## config.mk

```make
export PLATFORM = sky130hd
export DESIGN_NAME = fp32_add_arbiter
export DESIGN_NICKNAME = d
export VERILOG_FILES = /design/src/rtl/fp32_pkg.sv /design/src/rtl/fp32_rr_arbiter.sv /design/src/rtl/fp32_add_arbiter.sv
export SDC_FILE = /design/constraint.sdc
export NUM_CORES = 1
export LEC_CHECK = 0
export BUFFER_PORTS_ARGS = -buffer_cell sky130_fd_sc_hd__buf_2
export CELL_PAD_IN_SITES_DETAIL_PLACEMENT = 1
export CELL_PAD_IN_SITES_GLOBAL_PLACEMENT = 2
export CORE_MARGIN = 4
export CORE_UTILIZATION = 22
export DETAILED_ROUTE_END_ITERATION = 12
export MAX_ROUTING_LAYER = met4
export PLACE_DENSITY_LB_ADDON = 0.12
export SYNTH_ARGS = -nofsm -noshare
export SYNTH_HDL_FRONTEND = slang
export SYNTH_SLANG_ARGS = --single-unit
```

## constraint.sdc

```tcl
create_clock -name clk -period 2.91 [get_ports clk]
set_input_delay 0.1455 -clock clk [delete_from_list [all_inputs] [get_ports clk]]
set_output_delay 0.1455 -clock clk [all_outputs]
set_load 0.02 [all_outputs]
```

## src/rtl/fp32_pkg.sv

```systemverilog
// Shared definitions for the single-precision adder sharing logic.
// No logic of its own; constants and the per-requester slot state type.
// Backpressure: not applicable.
package fp32_pkg;

    localparam int FP32_W       = 32;
    localparam logic [FP32_W-1:0] FP32_QNAN = 32'h7FC00000;
    localparam int MAX_ADD_LAT  = 4;
    localparam int MAX_NUM_REQ  = 8;

    // Lifecycle of one requester's single outstanding operation
    typedef enum logic [1:0] {
        IDLE = 2'd0,
        BUSY = 2'd1,
        DONE = 2'd2
    } slot_state_t;

endpackage

```

## src/rtl/fp32_rr_arbiter.sv

```systemverilog
// Round-robin pick: first eligible index at or after the pointer, modulo NUM_REQ.
// Purely combinational, zero latency.
// No backpressure; an empty eligible vector yields no grant.
module fp32_rr_arbiter #(
    parameter  int NUM_REQ = 4,
    localparam int IDX_W   = $clog2(NUM_REQ)
) (
    input  logic [NUM_REQ-1:0] i_eligible,
    input  logic [IDX_W-1:0]   i_rr_ptr,
    output logic [NUM_REQ-1:0] o_grant,
    output logic [IDX_W-1:0]   o_grant_idx,
    output logic               o_any_grant
);

    logic [IDX_W:0] w_cand;

    // Scan from farthest to nearest candidate so the nearest eligible one wins
    always_comb begin
        o_grant     = '0;
        o_grant_idx = '0;
        o_any_grant = 1'b0;
        w_cand      = '0;
        for (int k = NUM_REQ - 1; k >= 0; k--) begin
            w_cand = {1'b0, i_rr_ptr} + (IDX_W+1)'(k);
            if (w_cand >= (IDX_W+1)'(NUM_REQ)) begin
                w_cand = w_cand - (IDX_W+1)'(NUM_REQ);
            end
            if (i_eligible[w_cand[IDX_W-1:0]]) begin
                o_grant                       = '0;
                o_grant[w_cand[IDX_W-1:0]]    = 1'b1;
                o_grant_idx                   = w_cand[IDX_W-1:0];
                o_any_grant                   = 1'b1;
            end
        end
    end

endmodule

```

## src/rtl/fp32_add_arbiter.sv

```systemverilog
// Shares one fp32 adder among NUM_REQ requesters, round-robin, one issue per cycle; optional stats via FP32_ADD_ARB_STATS_EN.
// Latency: accept at edge t gives rsp_valid after edge t+ADD_LAT; repeat interval per requester ADD_LAT+2.
// Backpressure: a held response (rsp_ready low) keeps that requester's req_ready low; others continue.
module fp32_add_arbiter
    import fp32_pkg::*;
#(
    parameter  int NUM_REQ = 4,
    parameter  int ADD_LAT = 1,
    localparam int IDX_W   = $clog2(NUM_REQ)
) (
    input  logic                      clk,
    input  logic                      rst,
    input  logic [NUM_REQ-1:0]        req_valid,
    output logic [NUM_REQ-1:0]        req_ready,
    input  logic [FP32_W*NUM_REQ-1:0] req_a,
    input  logic [FP32_W*NUM_REQ-1:0] req_b,
    output logic [NUM_REQ-1:0]        rsp_valid,
    input  logic [NUM_REQ-1:0]        rsp_ready,
    output logic [FP32_W*NUM_REQ-1:0] rsp_result,
    output logic [NUM_REQ-1:0]        rsp_invalid,
    output logic [FP32_W-1:0]         add_a,
    output logic [FP32_W-1:0]         add_b,
    output logic                      add_issue,
    input  logic [FP32_W-1:0]         add_result,
    input  logic                      add_invalid
`ifdef FP32_ADD_ARB_STATS_EN
    ,
    output logic [31:0]               stat_issue,
    output logic [31:0]               stat_invalid
`endif
);

    slot_state_t          r_slot       [NUM_REQ];
    slot_state_t          w_slot_nxt   [NUM_REQ];
    logic [NUM_REQ-1:0]   w_cap_en;
    logic [FP32_W-1:0]    r_rsp_result [NUM_REQ];
    logic [NUM_REQ-1:0]   r_rsp_invalid;
    logic [IDX_W-1:0]     r_rr_ptr;
    logic [ADD_LAT-1:0]   r_tag_vld;
    logic [IDX_W-1:0]     r_tag_idx    [ADD_LAT];

    logic [NUM_REQ-1:0]   w_eligible;
    logic [NUM_REQ-1:0]   w_grant;
    logic [IDX_W-1:0]     w_grant_idx;
    logic                 w_accept;
    logic                 w_cap;
    logic [IDX_W-1:0]     w_cap_idx;

    // Only idle slots may compete; nothing is granted while reset is held
    always_comb begin
        w_eligible = '0;
        for (int i = 0; i < NUM_REQ; i++) begin
            w_eligible[i] = req_valid[i] & (r_slot[i] == IDLE) & ~rst;
        end
    end

    fp32_rr_arbiter #(.NUM_REQ(NUM_REQ)) u_rr (
        .i_eligible  (w_eligible),
        .i_rr_ptr    (r_rr_ptr),
        .o_grant     (w_grant),
        .o_grant_idx (w_grant_idx),
        .o_any_grant (w_accept)
    );

    assign req_ready = w_grant;
    assign add_issue = w_accept;
    assign w_cap     = r_tag_vld[ADD_LAT-1];
    assign w_cap_idx = r_tag_idx[ADD_LAT-1];

    // Operand mux from the granted requester, zero when idle
    always_comb begin
        add_a = '0;
        add_b = '0;
        if (w_accept) begin
            add_a = req_a[FP32_W*int'(w_grant_idx) +: FP32_W];
            add_b = req_b[FP32_W*int'(w_grant_idx) +: FP32_W];
        end
    end

    // Per-requester slot next-state and result capture enables
    always_comb begin
        w_cap_en = '0;
        for (int i = 0; i < NUM_REQ; i++) begin
            w_slot_nxt[i] = r_slot[i];
            case (r_slot[i])
                IDLE: if (w_accept && (w_grant_idx == IDX_W'(i))) w_slot_nxt[i] = BUSY;
                BUSY: if (w_cap && (w_cap_idx == IDX_W'(i))) begin
                    w_slot_nxt[i] = DONE;
                    w_cap_en[i]   = 1'b1;
                end
                DONE: if (rsp_ready[i]) w_slot_nxt[i] = IDLE;
                default: w_slot_nxt[i] = IDLE;
            endcase
        end
    end

    // Slot state and held responses; reset drops any held result
    always_ff @(posedge clk) begin
        for (int i = 0; i < NUM_REQ; i++) begin
            if (rst) begin
                r_slot[i]        <= IDLE;
                r_rsp_result[i]  <= '0;
                r_rsp_invalid[i] <= 1'b0;
            end else begin
                r_slot[i] <= w_slot_nxt[i];
                if (w_cap_en[i]) begin
                    r_rsp_result[i]  <= add_result;
                    r_rsp_invalid[i] <= add_invalid;
                end
            end
        end
    end

    // Round-robin pointer moves past the winner only when something is accepted
    always_ff @(posedge clk) begin
        if (rst) begin
            r_rr_ptr <= '0;
        end else if (w_accept) begin
            r_rr_ptr <= (w_grant_idx == IDX_W'(NUM_REQ-1)) ? '0 : w_grant_idx + IDX_W'(1);
        end
    end

    // Tag pipeline mirrors the adder latency so results find their owner
    always_ff @(posedge clk) begin
        if (rst) begin
            r_tag_vld <= '0;
            for (int s = 0; s < ADD_LAT; s++) r_tag_idx[s] <= '0;
        end else begin
            r_tag_vld[0] <= w_accept;
            r_tag_idx[0] <= w_grant_idx;
            for (int s = 1; s < ADD_LAT; s++) begin
                r_tag_vld[s] <= r_tag_vld[s-1];
                r_tag_idx[s] <= r_tag_idx[s-1];
            end
        end
    end

    // Flatten slot registers onto the response ports
    always_comb begin
        rsp_result = '0;
        rsp_valid  = '0;
        for (int i = 0; i < NUM_REQ; i++) begin
            rsp_valid[i]                    = (r_slot[i] == DONE);
            rsp_result[FP32_W*i +: FP32_W]  = r_rsp_result[i];
        end
    end
    assign rsp_invalid = r_rsp_invalid;

`ifdef FP32_ADD_ARB_STATS_EN
    logic [31:0] r_stat_issue;
    logic [31:0] r_stat_invalid;

    // Free-running wrap-around counters of issues and invalid results
    always_ff @(posedge clk) begin
        if (rst) begin
            r_stat_issue   <= '0;
            r_stat_invalid <= '0;
        end else begin
            if (w_accept) r_stat_issue <= r_stat_issue + 32'd1;
            if (w_cap && add_invalid) r_stat_invalid <= r_stat_invalid + 32'd1;
        end
    end
    assign stat_issue   = r_stat_issue;
    assign stat_invalid = r_stat_invalid;
`endif

endmodule

```

==> impl_metrics.py, run 1 <==
metrics = {
    "global_route": {
        "grtUsageTotal_pct": 19.59,
        "overflow": 0,
        "grt_max_degree": 35,
        "grt-busiest-layer": "met2",
        "grt_util_met2_pct": 34.03,
        "grt_pass1_wl_um": 54330,
        "use_met1_pct": 22.08,
        "grt_pass1_vias": 8255,
        "antenna_found_initial": 10,
        "gr-usage-met3_pct": 4.934,
    },
    "yosys": {
        "ys_types": 44,
        "syn_avg_cell_area_sq_um": 12.02,
        "yosys_warnings": 0,
        "syn_area_sq_um": 7726,
        "synthCells": 643,
        "yosysSeqAreaShare_pct": 54.15,
        "synth_seq_cells": 145,
        "synth_nets": 951,
    },
    "clocking": {
        "htreeDepth": 4,
        "cts_buffers": 17,
        "cts_num_sinks": 145,
        "clk-insertion-delay-late_ns": 0.42,
        "cts-root-buf": "clkbuf_16",
        "clk_pin_slew_worst_paths_ns": 0.06,
        "cts_buffer_depth": 2,
        "cts_tree": "done",
    },
    "placement": {
        "dp_hpwl_um": 29970,
        "gp_congestion": 0.8604,
        "placed_cell_area_sq_um": 11550,
        "dp_slack_ns": -0.1026,
        "port_buffers": 503,
    },
    "cells_and_area": {
        "layout.cells.most_common": "buf_2",
        "mostFrequentLayoutCells": "buf_2, and2_1, buf_4, edfxtp_1, a22oi_1",
        "post-route-util_pct": 37.71,
        "final_area_sq_um": 13060,
        "area_growth_pct": 69.00,
        "nets": 1529,
        "layout-drive-gt1-share_pct": 59.85,
    },
    "timing": {
        "fin_crit_sh_pct": 110.1,
        "fin_ws_ns": -0.2928,
        "worst_slew_pin_slew_ns": 0.5467,
        "drv_slew": 0,
        "rsz0062_at_grt": "true",
        "hold_viol_final": 0,
        "fmax_mhz": 312.2,
        "period_needed_ns": 3.203,
        "fin_skew_ns": 0.01110,
        "setup-violations-final": 64,
        "slew_headroom_pct": 63.55,
    },
    "detailed_routing": {
        "drt-pass1-iter-count": 7,
        "drc": 0,
        "drt-total-wl_um": 38640,
        "wire_per_inst_um": 22.73,
        "antenna_left": 0,
        "drtIter0Drc": 317,
        "vias": 7807,
        "via_per_inst": 4.592,
    },
    "setup_path": {
        "arrival_ns": 3.06,
        "cp.required_ns": 2.76,
        "cp-start-kind": "flip-flop",
        "crit_type": "flip-flop to output pin",
        "critPathCaptureType": "output pin",
        "cp_max_fo": 8,
    },
    "die": {
        "die_area_sq_um": 38180,
        "row_count": 68,
        "dieHeight_um": 195.4,
        "die_x_um": 195.4,
        "io_pins": 504,
        "start_util_pct": 22.31,
        "fp.coreArea_sq_um": 34630,
    },
    "min_path": {
        "min_path_type": "input pin to flip-flop",
    },
    "power_and_ir_drop": {
        "power_leakage_nw": 5.941,
        "p_per_area_nw_per_um2": 1106,
        "ir_worst_vdd_mv": 0.6212,
        "p_total_w": 0.01444,
    },
    "outcome": {
        "violations": "setup timing",
        "status": "finished, violations left",
    },
    "flow_run": {
        "drv_cap": 0,
    },
}
## critical path, cell delays in order (launching register included)
cell,delay (ns)
dfxtp_2,0.32
or4b_4,0.56
buf_6,0.14
mux4_2,0.48
clkinv_2,0.07
a211o_1,0.12
o21a_4,0.18
buf_12,0.15
buf_16,0.17
mux2i_4,0.28
buf_6,0.15
## cells in the mapped netlist
library cell	count	share of area, %
a211o_1	1	0.11
a211oi_1	1	0.097
a21oi_1	14	0.91
a222oi_1	4	0.52
a22oi_1	128	12
a311oi_1	1	0.11
a32o_1	1	0.13
and2_1	128	10
and3_1	1	0.081
buf_2	4	0.26
buf_4	15	1.5
buf_6	3	0.44
clkbuf_1	33	1.6
clkinv_1	1	0.049
dfxtp_1	17	4.4
edfxtp_1	128	50
ha_1	9	1.5
inv_1	7	0.34
mux2i_1	67	8.7
mux4_2	2	0.58
nand2_1	3	0.15
nand2b_1	9	0.73
nand3_1	4	0.26
nand3b_1	3	0.29
nand4_1	1	0.081
nor2_1	22	1.1
nor2b_1	4	0.32
nor3_1	3	0.19
nor3b_1	1	0.097
nor4_1	1	0.081
nor4b_1	4	0.45
nor4b_4	1	0.31
o21a_1	1	0.097
o21ai_0	4	0.26
o21ai_1	2	0.13
o21bai_1	2	0.19
o22ai_2	1	0.16
o2bb2ai_1	1	0.11
o32ai_1	1	0.11
or2_2	2	0.16
or3_1	2	0.16
or3b_2	2	0.23
or4b_1	3	0.39
or4b_4	1	0.18
## cell families (layout without fill, tap and decap cells)
logic type / Yosys count / count (layout) / synth area share (%)
AND/OR/NAND/NOR: 195 / 195 / 15.60
AO/OA/AOI/OAI: 162 / 163 / 15.38
flip-flops: 145 / 145 / 54.15
multiplexers: 69 / 69 / 9.263
buffers and inverters: 63 / 652 / 4.146
adder cells (fa/ha/maj): 9 / 9 / 1.458
other: 0 / 12 / 0
## per-layer routing
| layer | part of all wire, % | wire (um) | up-vias |
|---|---|---|---|
| met5 | 0 | 0 | - |
| met3 | 6.9 | 2665 | 35 |
| met4 | 2.1 | 825 | 0 |
| li1 | - | - | 3628 |
| met2 | 52 | 20230 | 301 |
| met1 | 39 | 14920 | 3843 |
## state kept, by name (all words and copies together), names as in the netlist
name and cells:
r_slot 8, rsp_invalid 4, r_tag_vld 1, r_rsp_result 128
r_tag_idx 2, r_rr_ptr 2
## cell type report
class | count | area, sq um
Antenna cell | 12 | 30.03
Clock buffer | 18 | 429.2
Clock inverter | 13 | 137.6
Fill cell | 3928 | 21570
Inverter | 8 | 31.28
Multi-Input combinational cell | 436 | 3696
Sequential cell | 145 | 4192
Tap cell | 455 | 569.3
Timing Repair Buffer | 613 | 3973
## through the flow
| stage | hold WS, ns | setup TNS [ns] | instances |
|---|---|---|---|
| floorplan | 0.2815 | -0.2242 | 643 |
| global placement | 0.4210 | -2.060 | 1625 |
| detailed placement | 0.4246 | -1.824 | 1625 |
| CTS | 0.005899 | -20.36 | 1680 |
| global route | 0.01574 | -21.74 | 1698 |
| finish | 0.02885 | -14.49 | 1700 |
## final timing paths
kind | to | cells past startpoint | from | slack, ns
worst max-delay path | add_b[19] | 10 | r_slot[1][0] | -0.29
worst min-delay path | r_rsp_result[0][2] | 2 | add_result[2] | 0.03
worst max register to register | r_slot[2][0] | 10 | r_slot[1][0] | 0.30
worst min register to register | rsp_invalid[3] | 2 | rsp_invalid[3] | 0.49
## power by group
part	switching [W]	internal [W]	total [W]	leakage (nW)
logic	0.00505	0.00463	0.00968	4.20
clock network	0.000866	0.00126	0.00212	0.271
registers	0.0000878	0.00255	0.00264	1.47
## what timing repair did
action,CTS,global route
hold buffers,5,0
setup buffers,15,6
setup endpoints to repair,68,68
resized for setup,104,29
hold endpoints to repair,6,0
cloned,4,2
pin swaps,9,11
(Power assumes the default switching activity.)
==> inputs of run 2 (changes only) <==
RECOVER_POWER = 100   (was unset)
==> run 2 against run 1 <==
  * Sequential share of layout area increased by 0.60 points
  * Combinational power decreased by 0.9%
  * Die area unchanged
  * Hold slack improved by 0.0038 ns
  * Clock skew about the same
  * Critical endpoint unchanged
  * Count of clock-buffer cells in the layout unchanged
  * Wire length increased by 0.85%
  * The run still ends with setup timing left
  * Sequential power about the same
  * Cell count decreased by 0.12%
  * Largest cell class unchanged
  * First-iteration DRC count decreased by 6.9%
  * Sequential cell count unchanged
==> impl_metrics.py, run 2 (synthesis gave the netlist of run 1 again) <==
metrics = {
    "clocking": {
        "htreeDepth": 4,
        "cts_tree": "done",
        "cts_buffers": 17,
        "clk_pin_slew_worst_paths_ns": 0.06,
        "clk-insertion-delay-late_ns": 0.42,
        "cts-root-buf": "clkbuf_16",
        "cts_buffer_depth": 2,
        "cts_num_sinks": 145,
    },
    "timing": {
        "period_needed_ns": 3.204,
        "slew_headroom_pct": 30.67,
        "fin_skew_ns": 0.01131,
        "fin_ws_ns": -0.2943,
        "setup-violations-final": 64,
        "fmax_mhz": 312.1,
        "worst_slew_pin_slew_ns": 1.040,
        "drv_slew": 0,
        "hold_viol_final": 0,
        "fin_crit_sh_pct": 110.1,
        "rsz0062_at_grt": "true",
    },
    "setup_path": {
        "reg2reg_to": "r_rsp_result[1][29]",
        "cp-start-kind": "flip-flop",
        "arrival_ns": 3.06,
        "cp.required_ns": 2.76,
        "rr_startpoint": "r_tag_idx[0][1]",
        "rrSetupSlack_ns": 0.23,
        "critPathCaptureType": "output pin",
        "startpoint": "r_slot[1][0]",
        "crit_end": "add_b[19]",
        "crit_type": "flip-flop to output pin",
        "r2r_cells": 4,
        "cp_max_fo": 8,
    },
    "die": {
        "start_util_pct": 22.31,
        "fp.coreArea_sq_um": 34630,
        "io_pins": 504,
        "die_area_sq_um": 38180,
        "dieHeight_um": 195.4,
        "row_count": 68,
        "die_x_um": 195.4,
    },
    "detailed_routing": {
        "drt-pass1-iter-count": 5,
        "drc": 0,
        "wire_per_inst_um": 22.95,
        "via_per_inst": 4.582,
        "antenna_left": 0,
        "drtIter0Drc": 295,
        "vias": 7781,
        "drt-total-wl_um": 38970,
    },
    "cells_and_area": {
        "mostFrequentLayoutCells": "buf_2, clkbuf_1, edfxtp_1",
        "layout.cells.most_common": "buf_2",
        "final_area_sq_um": 12820,
        "nFillCells": 3957,
        "post-route-util_pct": 37.02,
        "area_growth_pct": 65.93,
        "largest_reg_flops": 128,
        "top_register": "r_rsp_result",
        "nets": 1529,
        "layout-drive-gt1-share_pct": 48.58,
        "fin_cells": 1698,
    },
    "power_and_ir_drop": {
        "p_total_w": 0.01438,
        "ir_worst_vdd_mv": 0.6212,
        "p_per_area_nw_per_um2": 1121,
        "power_leakage_nw": 5.413,
    },
    "placement": {
        "placed_cell_area_sq_um": 11550,
        "gp_congestion": 0.8604,
        "dp_hpwl_um": 29970,
        "dp_cells": 1625,
        "dp_slack_ns": -0.1026,
        "port_buffers": 503,
    },
    "flow_run": {
        "drv_cap": 0,
    },
    "global_route": {
        "grt-busiest-layer": "met2",
        "grt_util_met2_pct": 34.03,
        "overflow": 0,
        "grtUsageTotal_pct": 19.59,
        "gr-usage-met3_pct": 4.934,
        "antenna_found_initial": 10,
        "use_met1_pct": 22.08,
        "grt_pass1_vias": 8255,
        "grt_pass1_wl_um": 54330,
        "grt_max_degree": 35,
    },
    "outcome": {
        "violations": "setup timing",
        "status": "finished, violations left",
    },
    "min_path": {
        "min_path_type": "input pin to flip-flop",
    },
}
-- run 2: power by group --
group | switching, W | internal, W
clock | 0.000875 | 0.00126
sequential | 0.0000945 | 0.00256
combinational | 0.00504 | 0.00455
total | 0.00601 | 0.00837
-- run 2: metal layers --
layer | routed length (um) | vias up
met1 | 15090 | 3816
li1 | - | 3623
met3 | 2545 | 40
met4 | 834 | 0
met5 | 0 | -
met2 | 20500 | 302
-- run 2: layout make-up --
type,instances,area [sq um],area share [%]
clock inverters,13,137.6,1.074
repair buffers,613,3742,29.19
well taps,455,569.3,4.441
flip-flops and latches,145,4192,32.70
inverters,8,31.28,0.2440
multi-input cells,436,3694,28.81
diodes,10,25.02,0.1952
clock buffers,18,429.2,3.348
-- run 2: worst min-delay path by stage --
| stage | from | to | slack (ns) | cells after the start |
|---|---|---|---|---|
| floorplan | add_invalid | rsp_invalid[3] | 0.28 | 2 |
| global placement | rsp_ready[1] | r_slot[1][1] | 0.42 | 3 |
| detailed placement | rsp_ready[2] | r_slot[2][1] | 0.42 | 3 |
| CTS | add_result[2] | r_rsp_result[0][2] | 0.006 | 2 |
| global route | add_result[2] | r_rsp_result[0][2] | 0.02 | 2 |
| finish | add_result[2] | r_rsp_result[0][2] | 0.03 | 2 |
-- run 2: repair_timing --
action / in CTS / in global routing
endpoints found under the setup margin: 68 / 68
endpoints found under the hold margin: 6 / 0
cloned: 4 / 2
setup buffers: 15 / 6
pin swaps: 9 / 11
resized for setup: 104 / 29
hold buffers: 5 / 0
-- run 2: per-stage QoR --
step	setup TNS, ns	hold slack (ns)
after global placement	-2.060	0.4210
after floorplan	-0.2242	0.2815
after global routing	-21.73	0.01637
after CTS	-20.36	0.005899
after detailed placement	-1.824	0.4246
final	-14.66	0.03263
-- run 2: critical path: stages (launching register included) --
cell	delay (ns)
dfxtp_2	0.32
or4b_4	0.56
buf_6	0.14
mux4_2	0.48
clkinv_2	0.07
a211o_1	0.12
o21a_4	0.18
buf_12	0.15
buf_16	0.17
mux2i_4	0.27
buf_6	0.15
==> inputs of run 3 (changes only) <==
CORE_AREA = 4 4 196 198   (was unset)
CORE_MARGIN = unset   (was 4)
CORE_UTILIZATION = unset   (was 22)
DIE_AREA = 0 0 200 202   (was unset)
clock period = 3.15 ns   (was 2.91 ns; I/O delays follow)
==> run 3 against run 2 <==
  * The flow finishes with violations (capacitance limit, slew limit, setup timing)
  * Core utilization down 3.3 points
  * Register-to-register slack better by 0.10 ns
  * Clock power decreased by 5%
  * Total power decreased by 14%
  * Worst setup slack gained 0.28 ns
  * Via count fell by 0.19%
  * Non-clock buffer count down 26
  * Critical path type unchanged
==> impl_metrics.py, run 3 (synthesis gave the netlist of run 1 again) <==
metrics = {
    "detailed_routing": {
        "wire_per_inst_um": 23.81,
        "via_per_inst": 4.598,
        "vias": 7766,
        "drtIter0Drc": 364,
        "drt-pass1-iter-count": 7,
        "drt-total-wl_um": 40210,
        "antenna_left": 0,
        "drc": 0,
    },
    "die": {
        "die_area_sq_um": 40400,
        "io_pins": 504,
        "row_count": 70,
        "dieHeight_um": 202,
        "die_x_um": 200,
        "start_util_pct": 21.15,
        "fp.coreArea_sq_um": 36520,
    },
    "placement": {
        "dp_hpwl_um": 30590,
        "port_buffers": 503,
        "gp_congestion": 0.8772,
        "dp_cells": 1608,
        "placed_cell_area_sq_um": 11060,
    },
    "clocking": {
        "cts_num_sinks": 145,
        "cts_buffer_depth": 2,
        "clk-insertion-delay-late_ns": 0.42,
        "cts_tree": "done",
        "htreeDepth": 4,
        "cts-root-buf": "clkbuf_16",
        "clk_pin_slew_worst_paths_ns": 0.07,
        "cts_buffers": 17,
    },
    "timing": {
        "fin_skew_ns": 0.01625,
        "fmax_mhz": 315.8,
        "drv_slew": 33,
        "setup-violations-final": 1,
        "fin_ws_ns": -0.01650,
        "worst_slew_pin_slew_ns": 1.648,
        "fin_crit_sh_pct": 100.5,
        "hold_viol_final": 0,
        "rsz0062_at_grt": "true",
        "slew_headroom_pct": -9.874,
        "tns_ns": -0.01650,
        "period_needed_ns": 3.167,
    },
    "cells_and_area": {
        "nets": 1504,
        "multiInputGateArea_sq_um": 3562,
        "area_growth_pct": 59.38,
        "largest_reg_flops": 128,
        "mostFrequentLayoutCells": "buf_2, clkbuf_1, edfxtp_1",
        "layout.cells.most_common": "buf_2",
        "nFillCells": 4213,
        "final_area_sq_um": 12310,
        "seqCellArea_sq_um": 4192,
        "top_register": "r_rsp_result",
        "layout-drive-gt1-share_pct": 45.74,
        "fin_cells": 1689,
    },
    "global_route": {
        "grt_pass1_wl_um": 55180,
        "grt_max_degree": 33,
        "grt_pass1_vias": 8121,
        "grtUsageTotal_pct": 19.07,
        "overflow": 0,
        "antenna_found_initial": 11,
    },
    "power_and_ir_drop": {
        "switchingPower_w": 0.005449,
        "p_per_area_nw_per_um2": 1001,
        "p_sw_share_pct": 44.22,
        "clkPwrFrac_pct": 16.5,
        "internal_power_w": 0.006875,
        "power_leakage_nw": 5.389,
        "pwr-share-seq_pct": 20.0,
        "ir_worst_vdd_mv": 0.7151,
        "p_comb_share_pct": 63.5,
    },
    "outcome": {
        "violations": "capacitance limit, slew limit, setup timing",
        "status": "finished, violations left",
    },
    "setup_path": {
        "rr_startpoint": "r_slot[2][1]",
        "cp-start-kind": "flip-flop",
        "startpoint": "r_slot[2][1]",
        "arrival_ns": 3.01,
        "cp.required_ns": 2.99,
        "cp_max_fo": 6,
        "critPathCaptureType": "output pin",
        "crit_type": "flip-flop to output pin",
    },
    "min_path": {
        "hp-start": "rsp_ready[3]",
        "min_path_type": "input pin to flip-flop",
    },
    "flow_run": {
        "drv_cap": 1,
    },
}
## run 3: cell types whose count changed in the layout (fill, tap and decap cells not counted), sizes merged, moves of 2 or more
| cell | previous run | this run |
|---|---|---|
| dlygate4sd3 | 5 | 2 |
| buf | 459 | 435 |
| clkinv | 6 | 3 |
| inv | 10 | 17 |
| diode | 10 | 12 |
## run 3: repair_timing
action | CTS | global route
setup buffers | 15 | 13
hold buffers | 2 | 0
pin swaps | 5 | 7
gates resized for setup | 64 | 61
endpoints found under the hold margin | 2 | 0
gates cloned | 4 | 4
setup endpoints to repair | 63 | 63
## run 3: final cells by class
type / instances / area share, %
Clock inverter: 15 / 1.331
Inverter: 8 / 0.2540
Antenna cell: 12 / 0.2439
Sequential cell: 145 / 34.04
Tap cell: 468 / 4.755
Timing Repair Buffer: 587 / 27.00
Multi-Input combinational cell: 437 / 28.93
Clock buffer: 17 / 3.455
## run 3: worst max-delay path: stages (launching register included)
cell and delay (ns):
dfxtp_2 0.34, or4b_4 0.59, mux4_2 0.50, clkinv_2 0.07, a211o_1 0.13, o21a_4 0.24
buf_12 0.16, buf_16 0.14, mux2i_2 0.22, buf_4 0.18
## run 3: metal layers
layer / GRT usage [%] / routed length [um] / up-vias
li1: - / - / 3586
met1: 22.28 / 16690 / 3835
met2: 32.50 / 20330 / 309
met3: 4.684 / 2362 / 36
met4: 5.410 / 820 / 0
met5: - / 0 / -
## run 3: per-stage QoR
step | hold slack [ns] | total power (W) | setup WS, ns | util (%)
final | 0.03161 | 0.01232 | -0.01650 | 33.72
after global routing | 0.01990 | 0.01302 | -0.1399 | 33.71
after CTS | 0.005771 | 0.01182 | -0.03011 | 33.15
after detailed placement | 0.4367 | 0.008913 | 0.1216 | 30.27
after global placement | 0.4311 | 0.008965 | 0.1666 | 30.27
after floorplan | 0.2935 | 0.006436 | 0.1578 | -
## run 3: final timing paths
kind	slack, ns	cells past startpoint	to
max	-0.02	9	add_a[1]
min	0.03	4	r_slot[3][1]
max reg2reg	0.33	11	r_rr_ptr[0]
min reg2reg	0.49	2	r_slot[1][0]
## run 3: power by group through the flow
stage | logic (W) | registers (W) | clock network [W]
after floorplan | 0.00371 | 0.00273 | 0
after global placement | 0.00648 | 0.00249 | 0
after detailed placement | 0.00642 | 0.00250 | 0
after CTS | 0.00727 | 0.00246 | 0.00210
after global routing | 0.00833 | 0.00250 | 0.00219
final | 0.00783 | 0.00247 | 0.00203
